<file path="src/rtl/ir_rx_conditioner.sv">
// Per-channel conditioner for active-low IR receiver pins: 2-flop synchronizer plus hysteretic integrator filter.
// Define ECLSENSOR_STUCK_DETECT_EN to add stuck-receiver detection and masking.
module ir_rx_conditioner #(
  parameter int unsigned kClockHz      = 25_000_000,
  parameter int unsigned kRxCount      = 20,
  parameter int unsigned kFilterBits   = 4,
  parameter int unsigned kOnThreshold  = 12,
  parameter int unsigned kOffThreshold = 3,
  parameter int unsigned kTickCycles   = 25_000,
  parameter int unsigned kStuckTicks   = 100
) (
  input  logic                clk,
  input  logic                reset_n,
  input  logic [kRxCount-1:0] ir_rx_raw,
  output logic [kRxCount-1:0] ir_rx,
  output logic [kRxCount-1:0] stuck,
  output logic                any_stuck,
  input  logic                stuck_clear
);

  localparam logic [kFilterBits-1:0] kIntegMax = '1;
  localparam logic [kFilterBits-1:0] kOnLvl    = kFilterBits'(kOnThreshold);
  localparam logic [kFilterBits-1:0] kOffLvl   = kFilterBits'(kOffThreshold);

  logic [kRxCount-1:0]    r_s1;
  logic [kRxCount-1:0]    r_s2;
  logic [kRxCount-1:0]    r_f;
  logic [kRxCount-1:0]    r_ir_rx;
  logic [kRxCount-1:0]    w_f_nxt;
  logic [kRxCount-1:0]    w_stuck;
  logic [kFilterBits-1:0] r_integ     [kRxCount];
  logic [kFilterBits-1:0] w_integ_nxt [kRxCount];
  logic                   w_unused_cfg;

  // Saturating integrator step and hysteresis decision on the integrator's next value
  always_comb begin
    for (int n = 0; n < int'(kRxCount); n++) begin
      w_integ_nxt[n] = r_integ[n];
      w_f_nxt[n]     = r_f[n];
      if (!r_s2[n]) begin
        if (r_integ[n] != kIntegMax) w_integ_nxt[n] = r_integ[n] + kFilterBits'(1);
      end else if (r_integ[n] != '0) begin
        w_integ_nxt[n] = r_integ[n] - kFilterBits'(1);
      end
      if (w_integ_nxt[n] >= kOnLvl) begin
        w_f_nxt[n] = 1'b0;
      end else if (w_integ_nxt[n] <= kOffLvl) begin
        w_f_nxt[n] = 1'b1;
      end
    end
  end

  always_ff @(posedge clk) begin
    if (!reset_n) begin
      r_s1 <= '1;
      r_s2 <= '1;
      r_f  <= '1;
      for (int n = 0; n < int'(kRxCount); n++) r_integ[n] <= '0;
    end else begin
      r_s1 <= ir_rx_raw;
      r_s2 <= r_s1;
      r_f  <= w_f_nxt;
      for (int n = 0; n < int'(kRxCount); n++) r_integ[n] <= w_integ_nxt[n];
    end
  end

  // A stuck channel reads inactive so its downstream counter stays idle
  always_ff @(posedge clk) begin
    if (!reset_n) r_ir_rx <= '1;
    else          r_ir_rx <= r_f | w_stuck;
  end

  assign ir_rx = r_ir_rx;

`ifdef ECLSENSOR_STUCK_DETECT_EN
  localparam int unsigned       kPrescW   = (kTickCycles > 1) ? $clog2(kTickCycles) : 1;
  localparam int unsigned       kCntBits  = 8;
  localparam logic [kCntBits-1:0] kStuckLvl = kCntBits'(kStuckTicks);

  logic [kPrescW-1:0]  r_presc;
  logic                w_tick;
  logic [kCntBits-1:0] r_cnt [kRxCount];
  logic [kRxCount-1:0] r_stuck;
  logic                r_any_stuck;

  assign w_tick = (r_presc == kPrescW'(kTickCycles - 1));

  // Free-running prescaler; deliberately untouched by stuck_clear
  always_ff @(posedge clk) begin
    if (!reset_n)    r_presc <= '0;
    else if (w_tick) r_presc <= '0;
    else             r_presc <= r_presc + kPrescW'(1);
  end

  // Active-time tick counts; clear wins even on the edge a count would hit the limit
  always_ff @(posedge clk) begin
    if (!reset_n || stuck_clear) begin
      r_stuck <= '0;
      for (int n = 0; n < int'(kRxCount); n++) r_cnt[n] <= '0;
    end else begin
      for (int n = 0; n < int'(kRxCount); n++) begin
        if (r_f[n]) begin
          r_cnt[n] <= '0;
        end else if (w_tick && (r_cnt[n] != kStuckLvl)) begin
          r_cnt[n] <= r_cnt[n] + kCntBits'(1);
          if (r_cnt[n] == (kStuckLvl - kCntBits'(1))) r_stuck[n] <= 1'b1;
        end
      end
    end
  end

  always_ff @(posedge clk) begin
    if (!reset_n) r_any_stuck <= 1'b0;
    else          r_any_stuck <= |r_stuck;
  end

  assign w_stuck      = r_stuck;
  assign stuck        = r_stuck;
  assign any_stuck    = r_any_stuck;
  assign w_unused_cfg = (kClockHz == 0);
`else
  assign w_stuck      = '0;
  assign stuck        = '0;
  assign any_stuck    = 1'b0;
  assign w_unused_cfg = ^{stuck_clear, (kClockHz == 0), (kTickCycles == 0), (kStuckTicks == 0)};
`endif

endmodule

</file>
<file path="config.mk">
export PLATFORM = sky130hd
export DESIGN_NAME = ir_rx_conditioner
export DESIGN_NICKNAME = d
export VERILOG_FILES = /design/src/rtl/ir_rx_conditioner.sv
export SDC_FILE = /design/constraint.sdc
export NUM_CORES = 1
export LEC_CHECK = 0
export BUFFER_PORTS_ARGS = -buffer_cell sky130_fd_sc_hd__buf_4
export CORE_MARGIN = 3
export CORE_UTILIZATION = 50
export DETAILED_ROUTE_END_ITERATION = 16
export PLACE_DENSITY_LB_ADDON = 0.2
export REMOVE_ABC_BUFFERS = 1
export SYNTH_ARGS = -nofsm -noshare
export SYNTH_HDL_FRONTEND = slang
export SYNTH_SLANG_ARGS = --single-unit
export TNS_END_PERCENT = 10
</file>
<file path="constraint.sdc">
create_clock -name clk -period 4.85 [get_ports clk]
set_clock_uncertainty 0.2 [all_clocks]
set_input_delay 0.2425 -clock clk [delete_from_list [all_inputs] [get_ports clk]]
set_output_delay 0.2425 -clock clk [all_outputs]
set_load 0.005 [all_outputs]
</file>
### After elaboration in Yosys (flattened, before gate mapping)

Memories as Yosys holds them, arrays and structs flattened.
Cells that the tools add are included.

* bits in registers: 80
* RAM bits: 80
* bits of input ports: 23
* memories: 1

Memory list
* r_integ: words 20, bits a word 4, read ports 20, clocked after memory_dff 0, write ports 20, line 31 `logic [kFilterBits-1:0] r_integ [kRxCount];`

* add/subtract/negate cells: 40
* magnitude comparators: 40
* equality and inequality tests: 20
* multiplexer cells: 122
* bitwise gates (word level): 20
* reduce and logical (&&, ||, !) cells: 40

Operators with widths (number)
* two-way mux 4 bit: 80
* adder 4 x 1 -> 4 bit, second input constant: 20
* >= comparator 4 bit, second input constant: 20
* <= comparator 4 x 2 -> 1 bit, second input constant: 20
* != test 4 bit, second input constant: 20
* nonzero test 4 bit: 20
* subtractor 4 x 1 -> 4 bit, second input constant: 20
* two-way mux 1 bit: 42
* nonzero test 2 bit: 20
* OR 1 bit: 20

### Logic depth before layout (Yosys ltp)

An unclocked memory read counts as a cell.

* depth in word-level cells: 7
* depth in mapped cells: 9

### Least setup slack after synthesis

No wires, ideal clock.

* path kind: register -> register
* start: memory r_integ[3][0] (netlist: r_integ[0][12])
* end: register r_f[3]
* library setup time: 0.119 ns
* data arrival time: 1.663 ns
* data required time: 4.531 ns
* setup slack: 2.869 ns
* cell stages (with the launch flop): 9
* cells stage by stage: dfxtp_1 inv_1 ha_1 and3b_1 a211oi_1 a21oi_1 ha_1 mux2i_1 nand2_1

RTL lines
* start, declared: line 31
* end signal, assigned: line 62 `r_f <= w_f_nxt;`
* end, declared: line 27 `logic [kRxCount-1:0] r_f;`

==> qor.txt <==
DRC = 0
Post-CTS setup buffers = 0
Synth cell types = 46
Antenna violations before repair = 0
Fin crit share = 44.78%
Vias post-DR = 6,983
Dpl cells = 1,223
Pre-antenna DRT Iters = 4
Synth Register Bits = 160
Power per cell area = 591.1 mW/mm^2
Wire length per cell = 12.32 microns
Syn Inst Count = 1,000
CP Launch Type = flip-flop
Top cells by count, synth = 160 x dfxtp_1, 101 x inv_1, 72 x nand2b_1
Die W = 142.0 microns
Worst skew pair latency = 0.42 ns
DRT iter0 DRCs = 301
Final HPWL DP = 10,090 microns
R2R setup slack = 2.68 ns
Post-synth EDFFs = 0
Leak = 4.436 nW
GPL Wtd Cong = 0.7781
Tot Pwr = 6.109 mW
Critical path class = flip-flop to flip-flop
Total wire length = 15,700 microns
Seq/Total Area, Yosys = 34.63%
Yosys top cell by area = dfxtp_1
CP dominant cell by count = ha_1
RSZ-0062 raised after global routing = false
Async SR Flop Fraction = 0%
Synth warn = 0
Fmax = 460.5 MHz
Final ANT Viol Nets = 0
VDD IR max = 284.0 uV
Max incr delay on CP = 0.45 ns
Full die area = 0.02017 sq mm
Layout cells sized above 1 = 10.99%
Clock root buffer = clkbuf_16
Worst path bufs/invs = 1
# port buffers = 41
Number of diodes = 0
Fin. Hold Viols = 0
Slew HR = 31.59%
Crit path DAT = 2.25 ns
Initial Util = 51.14%
CTS sink count = 160
Max clock buf depth = 2
Critical path's slowest cell = dfxtp_1
Resize count post-CTS = 0
Fin util = 57.14%
Setup TNS = 0 ns
Slew Viols, Final = 0
I/O Pins = 64
Max-Cap Viols = 0
Leading cell types by total area after synthesis = dfxtp_1 35%, ha_1 8.1%, nand2b_1 4.9%
Largest net degree at the start of global routing = 87
Max Fanout on Critical Path = 6
Post-Syn Area = 0.009249 sq mm
DIE HEIGHT = 142.0 microns
Global-route wire length before repair = 28,230 microns
Most common cell in the netlist = dfxtp_1
Clock transition at path regs = 0.06 ns
Cell family with the largest share of critical-path delay = adder cells
Fill count = 1,579
Row Count = 49
Post-synth top flop = dfxtp_1
Critical path, cell by cell = inv_1, ha_1, and3b_1, a211oi_1, a21oi_1, ha_1, mux2i_1, nand2_1
Status = complete, no violations
Vias in the first global route = 6,366
Hold Crit Class = flip-flop to flip-flop
Via density = 5.477
Actual slew at the worst max-slew pin = 1.026 ns
Total congestion overflow = 0
CTS tree = yes
Syn_area_per_cell = 9.249 sq um
Core area = 0.01809 sq mm
Area Growth Syn to Fin = 11.74%
Worst setup EP type = flip-flop
GRT Util Overall = 16.40%
Required @ worst endpoint = 4.93 ns
Synth top area share = 34.63%
# setup viols final = 0
Post-CTS Hold Buffers = 20
Tmin final = 2.172 ns
Num CTS Buffers = 17
Layout Cells excl Fill = 1,275
Htree depth = 4
Final #Nets = 1,116
metal layers:
| layer | track usage [%] | routed length [microns] |
|---|---|---|
| met1 | 21.52 | 7912 |
| met2 | 26.81 | 7151 |
| met3 | 3.427 | 411 |
| met4 | 5.859 | 227 |
| met5 | 0 | 0 |
power by group:
group | total, mW | switching [mW] | leakage [nW] | internal [mW]
sequential | 2.19 | 0.549 | 1.32 | 1.64
combinational | 2.48 | 1.14 | 2.81 | 1.34
clock | 1.44 | 0.549 | 0.309 | 0.890
total | 6.11 | 2.24 | 4.44 | 3.87
worst register-to-register path, stage by stage (launching register included):
cell and delay (ns):
dfxtp_1 0.45, inv_1 0.07, ha_1 0.22, and3b_1 0.18, a211oi_1 0.28, a21oi_1 0.09
ha_1 0.31, mux2i_1 0.18, nand2_1 0.06
layout make-up:
cell class                 instances  area, sq um  area share [%]
multi-input combinational        690         5305           51.33
sequential                       160         3203           30.99
timing repair buffer              63        523.0           5.061
clock buffer                      19        452.9           4.383
inverter                         101        379.1           3.668
tap                              229        286.5           2.772
clock inverter                    13        185.2           1.792
cells in the final DEF, fill, tap and decap left out, types with 4 or more instances in the layout:
master | Yosys | routed
a2111oi_1 | 5 | 5
a2111oi_2 | 14 | 14
a211oi_1 | 25 | 25
a21oi_1 | 57 | 57
a31oi_1 | 18 | 18
and2_1 | 8 | 8
and3b_1 | 31 | 31
and4b_1 | 30 | 30
buf_4 | 23 | 43
bufinv_16 | 0 | 4
clkbuf_16 | 0 | 17
conb_1 | 1 | 21
dfxtp_1 | 160 | 160
dlygate4sd3_1 | 0 | 20
ha_1 | 60 | 60
inv_1 | 101 | 100
mux2i_1 | 22 | 22
nand2_1 | 55 | 55
nand2b_1 | 72 | 72
nand3_1 | 34 | 34
nand3b_1 | 20 | 20
nand4b_1 | 8 | 8
nor2b_1 | 16 | 16
nor3b_1 | 13 | 13
nor4b_2 | 6 | 6
nor4b_4 | 13 | 13
nor4bb_1 | 18 | 18
o211ai_1 | 16 | 16
o21ai_0 | 53 | 53
o21bai_1 | 8 | 8
o221ai_1 | 12 | 12
o311ai_0 | 11 | 11
or3_1 | 23 | 23
through the flow:
step / hold slack (ns) / area, sq um / setup slack (ns)
after detailed placement: 0.1909 / 9497 / 2.684
after floorplan: 0.1044 / 8887 / 2.818
after CTS: 0.2060 / 10330 / 2.657
after global placement: 0.1886 / 9497 / 2.692
final: 0.2060 / 10330 / 2.678
after global routing: 0.2171 / 10330 / 2.426
worst paths after layout:
| path | depth (start not counted) | start | endpoint |
|---|---|---|---|
| worst min register to register | 1 | r_s1[16] | r_s2[16] |
| worst min-delay path | 1 | r_s1[16] | r_s2[16] |
| worst max-delay path | 8 | r_integ[0][12] | r_f[3] |
| worst max register to register | 8 | r_integ[0][12] | r_f[3] |
kinds of logic (layout without fill, tap and decap cells):
group / Yosys count / count (layout) / share of synthesized area [%]
other cells: 1 / 21 / 0.04055
mux: 23 / 23 / 2.503
compound gates: 231 / 231 / 17.32
simple gates: 355 / 355 / 28.57
flops: 160 / 160 / 34.63
buf+inv: 170 / 196 / 8.820
fa+ha+maj: 60 / 60 / 8.117
Note: power is estimated with default switching activity, not from simulation.
